--- src/rtl/inst_fetch_pkg.sv ---
// Shared definitions for the NPC instruction fetch unit: reset PC,
// instruction width and the IFU state encoding.
package inst_fetch_pkg;

    localparam logic [31:0] IFU_RESET_PC = 32'h8000_0000;
    localparam int          INST_W       = 32;

    localparam logic [1:0] IFU_IDLE = 2'd0;
    localparam logic [1:0] IFU_REQ  = 2'd1;
    localparam logic [1:0] IFU_WAIT = 2'd2;
    localparam logic [1:0] IFU_OUT  = 2'd3;

    typedef enum logic [1:0] {
        S_IDLE = IFU_IDLE,
        S_REQ  = IFU_REQ,
        S_WAIT = IFU_WAIT,
        S_OUT  = IFU_OUT
    } ifu_state_t;

endpackage

--- src/rtl/inst_fetch_if.sv ---
// Bundle of the fetch unit's memory, decode, redirect and halt signals.
// master = fetch unit side, slave = memory/pipeline side.
interface inst_fetch_if #(
    parameter int ADDR_W = 32
);
    import inst_fetch_pkg::*;

    logic              imem_req_valid;
    logic              imem_req_ready;
    logic [ADDR_W-1:0] imem_req_addr;
    logic              imem_resp_valid;
    logic              imem_resp_ready;
    logic [INST_W-1:0] imem_resp_data;
    logic              out_valid;
    logic              out_ready;
    logic [INST_W-1:0] out_inst;
    logic [ADDR_W-1:0] out_pc;
    logic              redirect_valid;
    logic [ADDR_W-1:0] redirect_pc;
    logic              halt;
    logic              halted;
    logic              fetch_fault;

    modport master (
        output imem_req_valid, imem_req_addr, imem_resp_ready,
               out_valid, out_inst, out_pc, halted, fetch_fault,
        input  imem_req_ready, imem_resp_valid, imem_resp_data,
               out_ready, redirect_valid, redirect_pc, halt
    );

    modport slave (
        input  imem_req_valid, imem_req_addr, imem_resp_ready,
               out_valid, out_inst, out_pc, halted, fetch_fault,
        output imem_req_ready, imem_resp_valid, imem_resp_data,
               out_ready, redirect_valid, redirect_pc, halt
    );

endinterface

--- src/rtl/Reg.sv ---
// Generic enabled register with synchronous active-high reset.
module Reg #(
    parameter int               WIDTH     = 1,
    parameter logic [WIDTH-1:0] RESET_VAL = '0
) (
    input  logic             clk,
    input  logic             rst,
    input  logic [WIDTH-1:0] i_din,
    input  logic             i_wen,
    output logic [WIDTH-1:0] o_dout
);

    always_ff @(posedge clk) begin
        if (rst) begin
            o_dout <= RESET_VAL;
        end else if (i_wen) begin
            o_dout <= i_din;
        end
    end

endmodule

--- src/rtl/inst_fetch.sv ---
// Instruction fetch unit: owns the PC, fetches over imem req/resp and hands
// instructions to decode. Optional misaligned-PC trap: IFU_MISALIGN_CHECK_EN.
module inst_fetch
    import inst_fetch_pkg::*;
#(
    parameter int                ADDR_W   = 32,
    parameter logic [ADDR_W-1:0] RESET_PC = ADDR_W'(IFU_RESET_PC)
) (
    input  logic              clk,
    input  logic              rst,
    inst_fetch_if.master      bus
);

    ifu_state_t        r_state;
    logic              r_kill;
    logic              r_halted;
    logic [INST_W-1:0] r_out_inst;
    logic [ADDR_W-1:0] r_out_pc;

    logic [ADDR_W-1:0] w_pc;
    logic [ADDR_W-1:0] w_pc_next;
    logic [ADDR_W-1:0] w_pc_plus4;
    logic              w_pc_en;
    logic              w_out_fire;
    logic              w_halt_now;
    logic              w_misaligned;

    assign w_out_fire = (r_state == S_OUT) & bus.out_ready;
    assign w_halt_now = r_halted | bus.halt;
    assign w_pc_plus4 = w_pc + ADDR_W'(4);

    // Redirect overrides the sequential advance in every state.
    assign w_pc_en   = bus.redirect_valid | w_out_fire;
    assign w_pc_next = bus.redirect_valid ? bus.redirect_pc : w_pc_plus4;

    Reg #(
        .WIDTH     (ADDR_W),
        .RESET_VAL (RESET_PC)
    ) u_pc_reg (
        .clk    (clk),
        .rst    (rst),
        .i_din  (w_pc_next),
        .i_wen  (w_pc_en),
        .o_dout (w_pc)
    );

`ifdef IFU_MISALIGN_CHECK_EN
    logic r_fault;

    assign w_misaligned      = (w_pc[1:0] != 2'b00);
    assign bus.imem_req_addr = w_pc;
    assign bus.fetch_fault   = r_fault;

    always_ff @(posedge clk) begin
        if (rst) begin
            r_fault <= 1'b0;
        end else if ((r_state == S_REQ) && w_misaligned) begin
            r_fault <= 1'b1;
        end
    end
`else
    assign w_misaligned      = 1'b0;
    assign bus.imem_req_addr = {w_pc[ADDR_W-1:2], 2'b00};
    assign bus.fetch_fault   = 1'b0;
`endif

    always_ff @(posedge clk) begin
        if (rst) begin
            r_state    <= S_IDLE;
            r_kill     <= 1'b0;
            r_halted   <= 1'b0;
            r_out_inst <= '0;
            r_out_pc   <= RESET_PC;
        end else begin
            if (bus.halt) begin
                r_halted <= 1'b1;
            end
            case (r_state)
                S_IDLE: begin
                    if (!w_halt_now) begin
                        r_state <= S_REQ;
                    end
                end
                // A request already presented is allowed to complete even if
                // halt arrives meanwhile; valid is never withdrawn.
                S_REQ: begin
                    if (w_misaligned) begin
                        r_halted <= 1'b1;
                        r_state  <= S_IDLE;
                    end else if (bus.imem_req_ready) begin
                        r_state <= S_WAIT;
                        r_kill  <= bus.redirect_valid;
                    end
                end
                S_WAIT: begin
                    if (bus.imem_resp_valid) begin
                        if (r_kill || bus.redirect_valid) begin
                            r_kill  <= 1'b0;
                            r_state <= w_halt_now ? S_IDLE : S_REQ;
                        end else begin
                            r_out_inst <= bus.imem_resp_data;
                            r_out_pc   <= w_pc;
                            r_state    <= S_OUT;
                        end
                    end else if (bus.redirect_valid) begin
                        r_kill <= 1'b1;
                    end
                end
                S_OUT: begin
                    if (bus.redirect_valid || bus.out_ready) begin
                        r_state <= w_halt_now ? S_IDLE : S_REQ;
                    end
                end
                default: r_state <= S_IDLE;
            endcase
        end
    end

    assign bus.imem_req_valid  = (r_state == S_REQ) & ~w_misaligned;
    assign bus.imem_resp_ready = (r_state == S_WAIT);
    assign bus.out_valid       = (r_state == S_OUT);
    assign bus.out_inst        = r_out_inst;
    assign bus.out_pc          = r_out_pc;
    assign bus.halted          = r_halted;

endmodule

--- src/flat_wrapper.sv ---
// flat-port wrapper written by rule: the top's interface ports become plain ports
module inst_fetch_flat import inst_fetch_pkg::*;
#(
    parameter int                ADDR_W   = 32,
    parameter logic [ADDR_W-1:0] RESET_PC = ADDR_W'(IFU_RESET_PC)
)
  (clk, rst, bus_imem_req_valid, bus_imem_req_addr, bus_imem_resp_ready, bus_out_valid, bus_out_inst, bus_out_pc, bus_halted, bus_fetch_fault, bus_imem_req_ready, bus_imem_resp_valid, bus_imem_resp_data, bus_out_ready, bus_redirect_valid, bus_redirect_pc, bus_halt);
  inst_fetch_if #(.ADDR_W(ADDR_W)) bus_i ();
  input  logic clk;
  input  logic rst;
  output wire logic [$bits(bus_i.imem_req_valid)-1:0] bus_imem_req_valid;
  output wire logic [$bits(bus_i.imem_req_addr)-1:0] bus_imem_req_addr;
  output wire logic [$bits(bus_i.imem_resp_ready)-1:0] bus_imem_resp_ready;
  output wire logic [$bits(bus_i.out_valid)-1:0] bus_out_valid;
  output wire logic [$bits(bus_i.out_inst)-1:0] bus_out_inst;
  output wire logic [$bits(bus_i.out_pc)-1:0] bus_out_pc;
  output wire logic [$bits(bus_i.halted)-1:0] bus_halted;
  output wire logic [$bits(bus_i.fetch_fault)-1:0] bus_fetch_fault;
  input wire logic [$bits(bus_i.imem_req_ready)-1:0] bus_imem_req_ready;
  input wire logic [$bits(bus_i.imem_resp_valid)-1:0] bus_imem_resp_valid;
  input wire logic [$bits(bus_i.imem_resp_data)-1:0] bus_imem_resp_data;
  input wire logic [$bits(bus_i.out_ready)-1:0] bus_out_ready;
  input wire logic [$bits(bus_i.redirect_valid)-1:0] bus_redirect_valid;
  input wire logic [$bits(bus_i.redirect_pc)-1:0] bus_redirect_pc;
  input wire logic [$bits(bus_i.halt)-1:0] bus_halt;
  assign bus_imem_req_valid = bus_i.imem_req_valid;
  assign bus_imem_req_addr = bus_i.imem_req_addr;
  assign bus_imem_resp_ready = bus_i.imem_resp_ready;
  assign bus_out_valid = bus_i.out_valid;
  assign bus_out_inst = bus_i.out_inst;
  assign bus_out_pc = bus_i.out_pc;
  assign bus_halted = bus_i.halted;
  assign bus_fetch_fault = bus_i.fetch_fault;
  assign bus_i.imem_req_ready = bus_imem_req_ready;
  assign bus_i.imem_resp_valid = bus_imem_resp_valid;
  assign bus_i.imem_resp_data = bus_imem_resp_data;
  assign bus_i.out_ready = bus_out_ready;
  assign bus_i.redirect_valid = bus_redirect_valid;
  assign bus_i.redirect_pc = bus_redirect_pc;
  assign bus_i.halt = bus_halt;
  inst_fetch #(.ADDR_W(ADDR_W), .RESET_PC(RESET_PC)) u_core (.clk(clk), .rst(rst), .bus(bus_i));
endmodule
--- config.mk ---
export PLATFORM = sky130hd
export DESIGN_NAME = inst_fetch_flat
export DESIGN_NICKNAME = d
export VERILOG_FILES = /design/src/rtl/inst_fetch_pkg.sv /design/src/rtl/inst_fetch_if.sv /design/src/rtl/Reg.sv /design/src/rtl/inst_fetch.sv /design/src/flat_wrapper.sv
export SDC_FILE = /design/constraint.sdc
export NUM_CORES = 1
export LEC_CHECK = 0
export ABC_CLOCK_PERIOD_IN_PS = 2100
export CORE_ASPECT_RATIO = 0.6
export CORE_MARGIN = 8
export CORE_UTILIZATION = 40
export DETAILED_ROUTE_END_ITERATION = 8
export MAX_ROUTING_LAYER = met4
export PLACE_DENSITY = 0.74
export SYNTH_ARGS = -nofsm -noshare
export SYNTH_HDL_FRONTEND = slang
export SYNTH_SLANG_ARGS = --single-unit
--- constraint.sdc ---
create_clock -name clk -period 2.1 [get_ports clk]
set_clock_uncertainty 0.1 [all_clocks]
set_input_delay 0.42 -clock clk [delete_from_list [all_inputs] [get_ports clk]]
set_output_delay 0.42 -clock clk [all_outputs]
set_load 0.005 [all_outputs]
; After elaboration in Yosys (flattened, before gate mapping)
; Index checks and enable logic that the tools add are counted.
[classes]
addsub = 1
eq_ne = 9
muxes = 13
bitwise_logic = 4
n_reduce_logical = 7
[ops]
columns = cell, count
row1 = "adder 32 x 3 -> 32 bit, second input constant", 1
row2 = two-way mux 32 bit, 1
row3 = two-way mux 2 bit, 5
row4 = case mux 2 bit (4 select lines), 1
row5 = AND reduction 4 bit, 2
row6 = "inequality test 2 x 1 -> 1 bit, second input constant", 3
row7 = two-way mux 1 bit, 5
row8 = "== test 2 bit, second input constant", 2
row9 = "inequality test 3 x 1 -> 1 bit, second input constant", 1
row10 = "inequality test 3 x 2 -> 1 bit, second input constant", 1
row11 = AND reduction 3 bit, 1
row12 = "== test 2 x 1 -> 1 bit, second input constant", 1
row13 = logical NOT 2 bit, 1
row14 = logical OR 1 bit, 2
row15 = "inequality test 2 bit, second input constant", 1
row16 = bitwise OR 1 bit, 2
row17 = case mux 1 bit (2 select lines), 1
row18 = nonzero test 2 bit, 1
row19 = bitwise AND 1 bit, 1
row20 = NOT 1 bit, 1
[word_totals]
ff_bits = 100
in_bits = 71
output_inout_bits = 101
word_cells = 40

; Logic depth before layout (Yosys ltp)
; Gate-level depths: netlist (run 1).
[depth]
word_depth = 5
mapped_depth = 8
mapped_depth_nobuf = 5

; By module
; A second synthesis (run 1) with hierarchy kept.
[unflattened]
cells_unflattened = 579
hier_area_um2 = 4579.4
[modules_own_cells]
columns = module, instances, cells_each, area_per_inst_um2, seq_area_each_um2
row1 = inst_fetch, 1, 476, 3413.3, 1361.3
row2 = Reg, 1, 103, 1166.1, 640.6

; Least setup slack after synthesis (run 1)
; No wires, ideal clock.
[synth_path]
kind = register to register
startpoint = reg u_core.u_pc_reg.o_dout[18]
endpoint = reg u_core.u_pc_reg.o_dout[28]
setup_time_ns = 0.091
arrival_ns = 1.725
t_required_ns = 1.909
path_slack_ns = 0.184
path_stages_with_launch = 5
n_path_buf = 0
period_less_slack_ns = 1.916
cell_sequence = dfxtp_1 > nand4_4 > or4_4 > or4_1 > a311oi_1
[synth_between]
elab_chain_cells = 2
[synth_rtl]
columns = item, line_no
row1 = from (decl), Reg.sv:10  ; output logic [WIDTH-1:0] o_dout
row2 = from (signal assigned), Reg.sv:17  ; o_dout <= i_din;
row3 = adder 32 x 3 -> 32 bit, inst_fetch.sv:30  ; assign w_pc_plus4 = w_pc + ADDR_W'(4);
row4 = two-way mux 32 bit, inst_fetch.sv:34  ; assign w_pc_next = bus.redirect_valid ? bus.redirect_pc : w_pc_plus4;
; No other way between the ends.
; A chain may end at the register's enable or synchronous reset.

; Worst setup path after layout (run 1)
[layout_path]
startpoint = reg u_core.r_state[0]
endpoint = out bus_imem_req_valid
[layout_between]
elab_chain_cells = 1
[layout_rtl]
columns = item, line_no
row1 = from (decl), inst_fetch.sv:14  ; ifu_state_t r_state;
row2 = from (signal assigned), inst_fetch.sv:99  ; r_state <= w_halt_now ? S_IDLE : S_REQ;
row3 = from (signal assigned), inst_fetch.sv:111  ; r_state <= w_halt_now ? S_IDLE : S_REQ;
row4 = == test 2 x 1 -> 1 bit, inst_fetch.sv:119  ; assign bus.imem_req_valid = (r_state == S_REQ) & ~w_misaligned;
row5 = to (decl), flat_wrapper.sv:11  ; output wire logic [$bits(bus_i.imem_req_valid)-1:0] bus_imem_req_valid;
; No other way between the ends.

==> impl_metrics.yaml, run 1 <==
grt:
  grt_overflow: 0
  antenna_found_initial: 0
  grt_max_degree: 63
  grt_pass1_wl_um: 23400
  grt_usage: 0.196
  grt_pass1_vias: 4518
worst_hold_path:
  hp-class: "in -> reg"
  hold_path_end: "u_core.bus.out_inst[1]"
  hold-path-cell-count: 2
  hold_start: "rst"
synthesis:
  ys_types: 46
  netlist_instances: 561
  netlist_area_um2: 4550
  synth_edf_count: 0
  synth_area_leaders: "dfxtp_1, nand2_1, a21oi_1"
  syn_area_per_cell_um2: 8.11
  yosys.area.top_type: "dfxtp_1"
  async_reset_ff_frac: 0
  seq_area_frac_synth: 0.440
  synth-main-ff-cell: "dfxtp_1"
  ys_seq_elements: 100
  yosys_warnings: 0
  yosys.area.top_type_share: 0.440
final_layout:
  multi_input_comb_area_um2: 2050
  antenna_cells: 0
  fillCellCount: 984
  final_cells: 867
  fin_util: 0.595
  regArea_um2: 2010
  nets: 790
  area_delta_synth_final_pct: 46.2
  drive_gt1_frac: 0.112
worst_setup_path:
  r2r_end: "u_core.u_pc_reg.o_dout[28]"
  crit_type: "reg -> out"
  crit_chain: "nor2b_1 -> clkdlybuf4s50_1"
  reg2reg_setup_slack_ns: 0.12
  crit_arrival_ns: 1.52
  max_stage_delay_ns: 0.55
  endpoint_kind: "output port"
  path_max_fanout: 10
  worst-r2r-cell-count: 4
  required_ns: 1.58
  cp-start-kind: "register"
  slowest_stage: "clkdlybuf4s50_1"
  timing.rr.start: "u_core.u_pc_reg.o_dout[24]"
timing:
  final_max_slew_viol_count: 0
  finalHoldViolations: 0
  rsz0062_at_grt: "false"
  setup_violations: 0
  min_period_ns: 2.04
  hold_ws_ns: 0.285
  period_share: 0.971
  fmax_mhz: 490
  setup_tns_ns: 0
clocking:
  hold_buffers: 0
  clkTransAtPathRegs_ns: 0.07
  clock_sinks: 100
  cts_setup_buffers: 0
  clockRootBuffer: "clkbuf_16"
  cts_buffer_depth: 2
  cts_max_level: 3
  cts_buffers: 9
  cts_tree: "yes"
  insertion_delay_ns: 0.35
power_and_ir_drop:
  seqPwrFrac: 0.477
  p_comb_frac: 0.137
  clockPowerShare: 0.386
  internal_power_mw: 3.15
  ir_worst_vdd_uv: 421
  netSwitchingFraction: 0.253
  p_sw_mw: 1.07
  p_total_mw: 4.21
  p_leak_nw: 2.32
  power.density_nw_per_um2: 633
floorplanning:
  die_h_um: 98.6
  start_util: 0.407
  dieArea_um2: 15200
  core_area_um2: 11200
  die_w_um: 154
  num_rows: 30
  io_pins: 172
flow_run:
  drv_cap: 0
run_status:
  status: "complete, no violations"
detailed_routing:
  firstDrtPassIters: 6
  ant_nets: 0
  wl_per_cell_um: 16.8
  num_vias: 4541
  routed_via_density: 5.24
  drt_iter0_markers: 283
  drc_errors: 0
  wl_um: 14600
place:
  dp_hpwl_um: 11000
  port_buffers: 168
  dp.cells: 851
  gp_congestion: 0.830
==> area by class of cell <==
type                    instances  area share
clock inverters                 6     0.00828
clock buffers                  10      0.0359
flip-flops and latches        100       0.302
inverters                       8     0.00451
multi-input cells             382       0.309
repair buffers                217       0.313
well taps                     144      0.0271
==> registers in the layout (all words and copies together) (netlist names) <==
signal,flops
u_core.bus.halted,1
u_core.bus.out_pc,32
u_core.bus.out_inst,32
u_core.r_state,2
u_core.r_kill,1
u_core.u_pc_reg.o_dout,32
==> per-layer routing <==
layer | vias up | wire, um | GRT usage
met3 | 13 | 1430 | 0.0690
met4 | 0 | 148 | 0.0509
met5 | - | 0 | -
met1 | 2098 | 6590 | 0.244
met2 | 184 | 6420 | 0.298
li1 | 2246 | - | -
==> synth_stat cells, types with 11 or more instances <==
master	instances
nand2_1	138
dfxtp_1	100
a21oi_1	68
buf_4	33
nor2_1	32
clkbuf_1	29
a311oi_1	14
nand3_1	13
nand4_1	12
o31ai_1	12
or4_1	12
a211oi_1	11
==> power groups by stage <==
stage / Sequential [mW] / Combinational [mW] / Clock [mW]
after detailed placement: 2.05 / 0.576 / 0
after floorplan: 2.06 / 0.256 / 0
after global placement: 2.05 / 0.563 / 0
after CTS: 2.01 / 0.579 / 1.66
after global routing: 2.02 / 0.628 / 1.73
final: 2.01 / 0.577 / 1.62
==> worst max path at each step <==
stage / cells past startpoint / slack, ns / from / end
finish: 2 / 0.06 / u_core.r_state[0] / bus_imem_req_valid
global placement: 5 / -0.16 / bus_out_ready / u_core.u_pc_reg.o_dout[24]
global route: 2 / 0.008 / u_core.r_state[0] / bus_imem_req_valid
detailed placement: 5 / -0.25 / bus_out_ready / u_core.u_pc_reg.o_dout[23]
floorplan: 4 / 0.18 / u_core.u_pc_reg.o_dout[18] / u_core.u_pc_reg.o_dout[28]
CTS: 5 / 0.06 / u_core.u_pc_reg.o_dout[10] / u_core.u_pc_reg.o_dout[23]
==> logic make-up (layout without fill, tap and decap cells) <==
| kind of cell | after synthesis | after routing | synth area share |
|---|---|---|---|
| flops | 100 | 100 | 0.440 |
| fa+ha+maj | 1 | 1 | 0.00275 |
| compound gates | 123 | 123 | 0.170 |
| simple gates | 243 | 243 | 0.249 |
| buf+inv | 81 | 241 | 0.113 |
| other cells | 1 | 3 | 0.000825 |
| mux | 3 | 3 | 0.00660 |
| xor+xnor | 9 | 9 | 0.0173 |
==> cells in the final DEF (no fill, tap or decap), types with 4 or more instances in the layout <==
master / count
xnor2_1: 4
dfxtp_1: 98
xor2_1: 5
a311oi_1: 14
nand2_1: 137
a21oi_1: 68
inv_1: 8
o21ai_0: 5
nand3_1: 12
nor3_1: 8
nor2_1: 32
o31ai_1: 12
nand4_1: 12
buf_4: 47
clkbuf_16: 9
and4_1: 6
a211oi_1: 11
or4_1: 12
clkdlybuf4s50_1: 166
==> worst max-delay path: cells and delay by family, from the launching register on <==
family,cells,cell delay (ns)
buffers and inverters,1,0.55
DFF,1,0.40
and+or+nand+nor,1,0.22
==> repair_timing <==
item | CTS | global route
pin swaps | 0 | 0
resized for setup | 5 | 3
setup endpoints to repair | 3 | 3
==> stage by stage <==
stage / cell area [um^2] / setup slack, ns
global route: 6650 / 0.00765
CTS: 6640 / 0.0562
finish: 6650 / 0.0604
detailed placement: 6340 / -0.250
floorplan: 4560 / 0.184
global placement: 6340 / -0.161
Power figures use the tool's default switching activity.
==> run 2, diff against run 1 <==
--- a/config.mk
+++ b/config.mk
@@ -9,6 +9,7 @@
 export CORE_ASPECT_RATIO = 0.6
 export CORE_MARGIN = 8
 export CORE_UTILIZATION = 40
+export CTS_CLUSTER_SIZE = 8
 export DETAILED_ROUTE_END_ITERATION = 8
 export MAX_ROUTING_LAYER = met4
 export PLACE_DENSITY = 0.74
==> results of run 2 <==
No change in the layout: final DEF, timing and power equal those of run 1.
==> run 3, diff against run 2 <==
--- a/config.mk
+++ b/config.mk
@@ -6,6 +6,7 @@
 export NUM_CORES = 1
 export LEC_CHECK = 0
 export ABC_CLOCK_PERIOD_IN_PS = 2100
+export CAP_MARGIN = 10
 export CORE_ASPECT_RATIO = 0.6
 export CORE_MARGIN = 8
 export CORE_UTILIZATION = 40
==> results of run 3 <==
No change in the layout: final DEF, timing and power equal those of run 1.
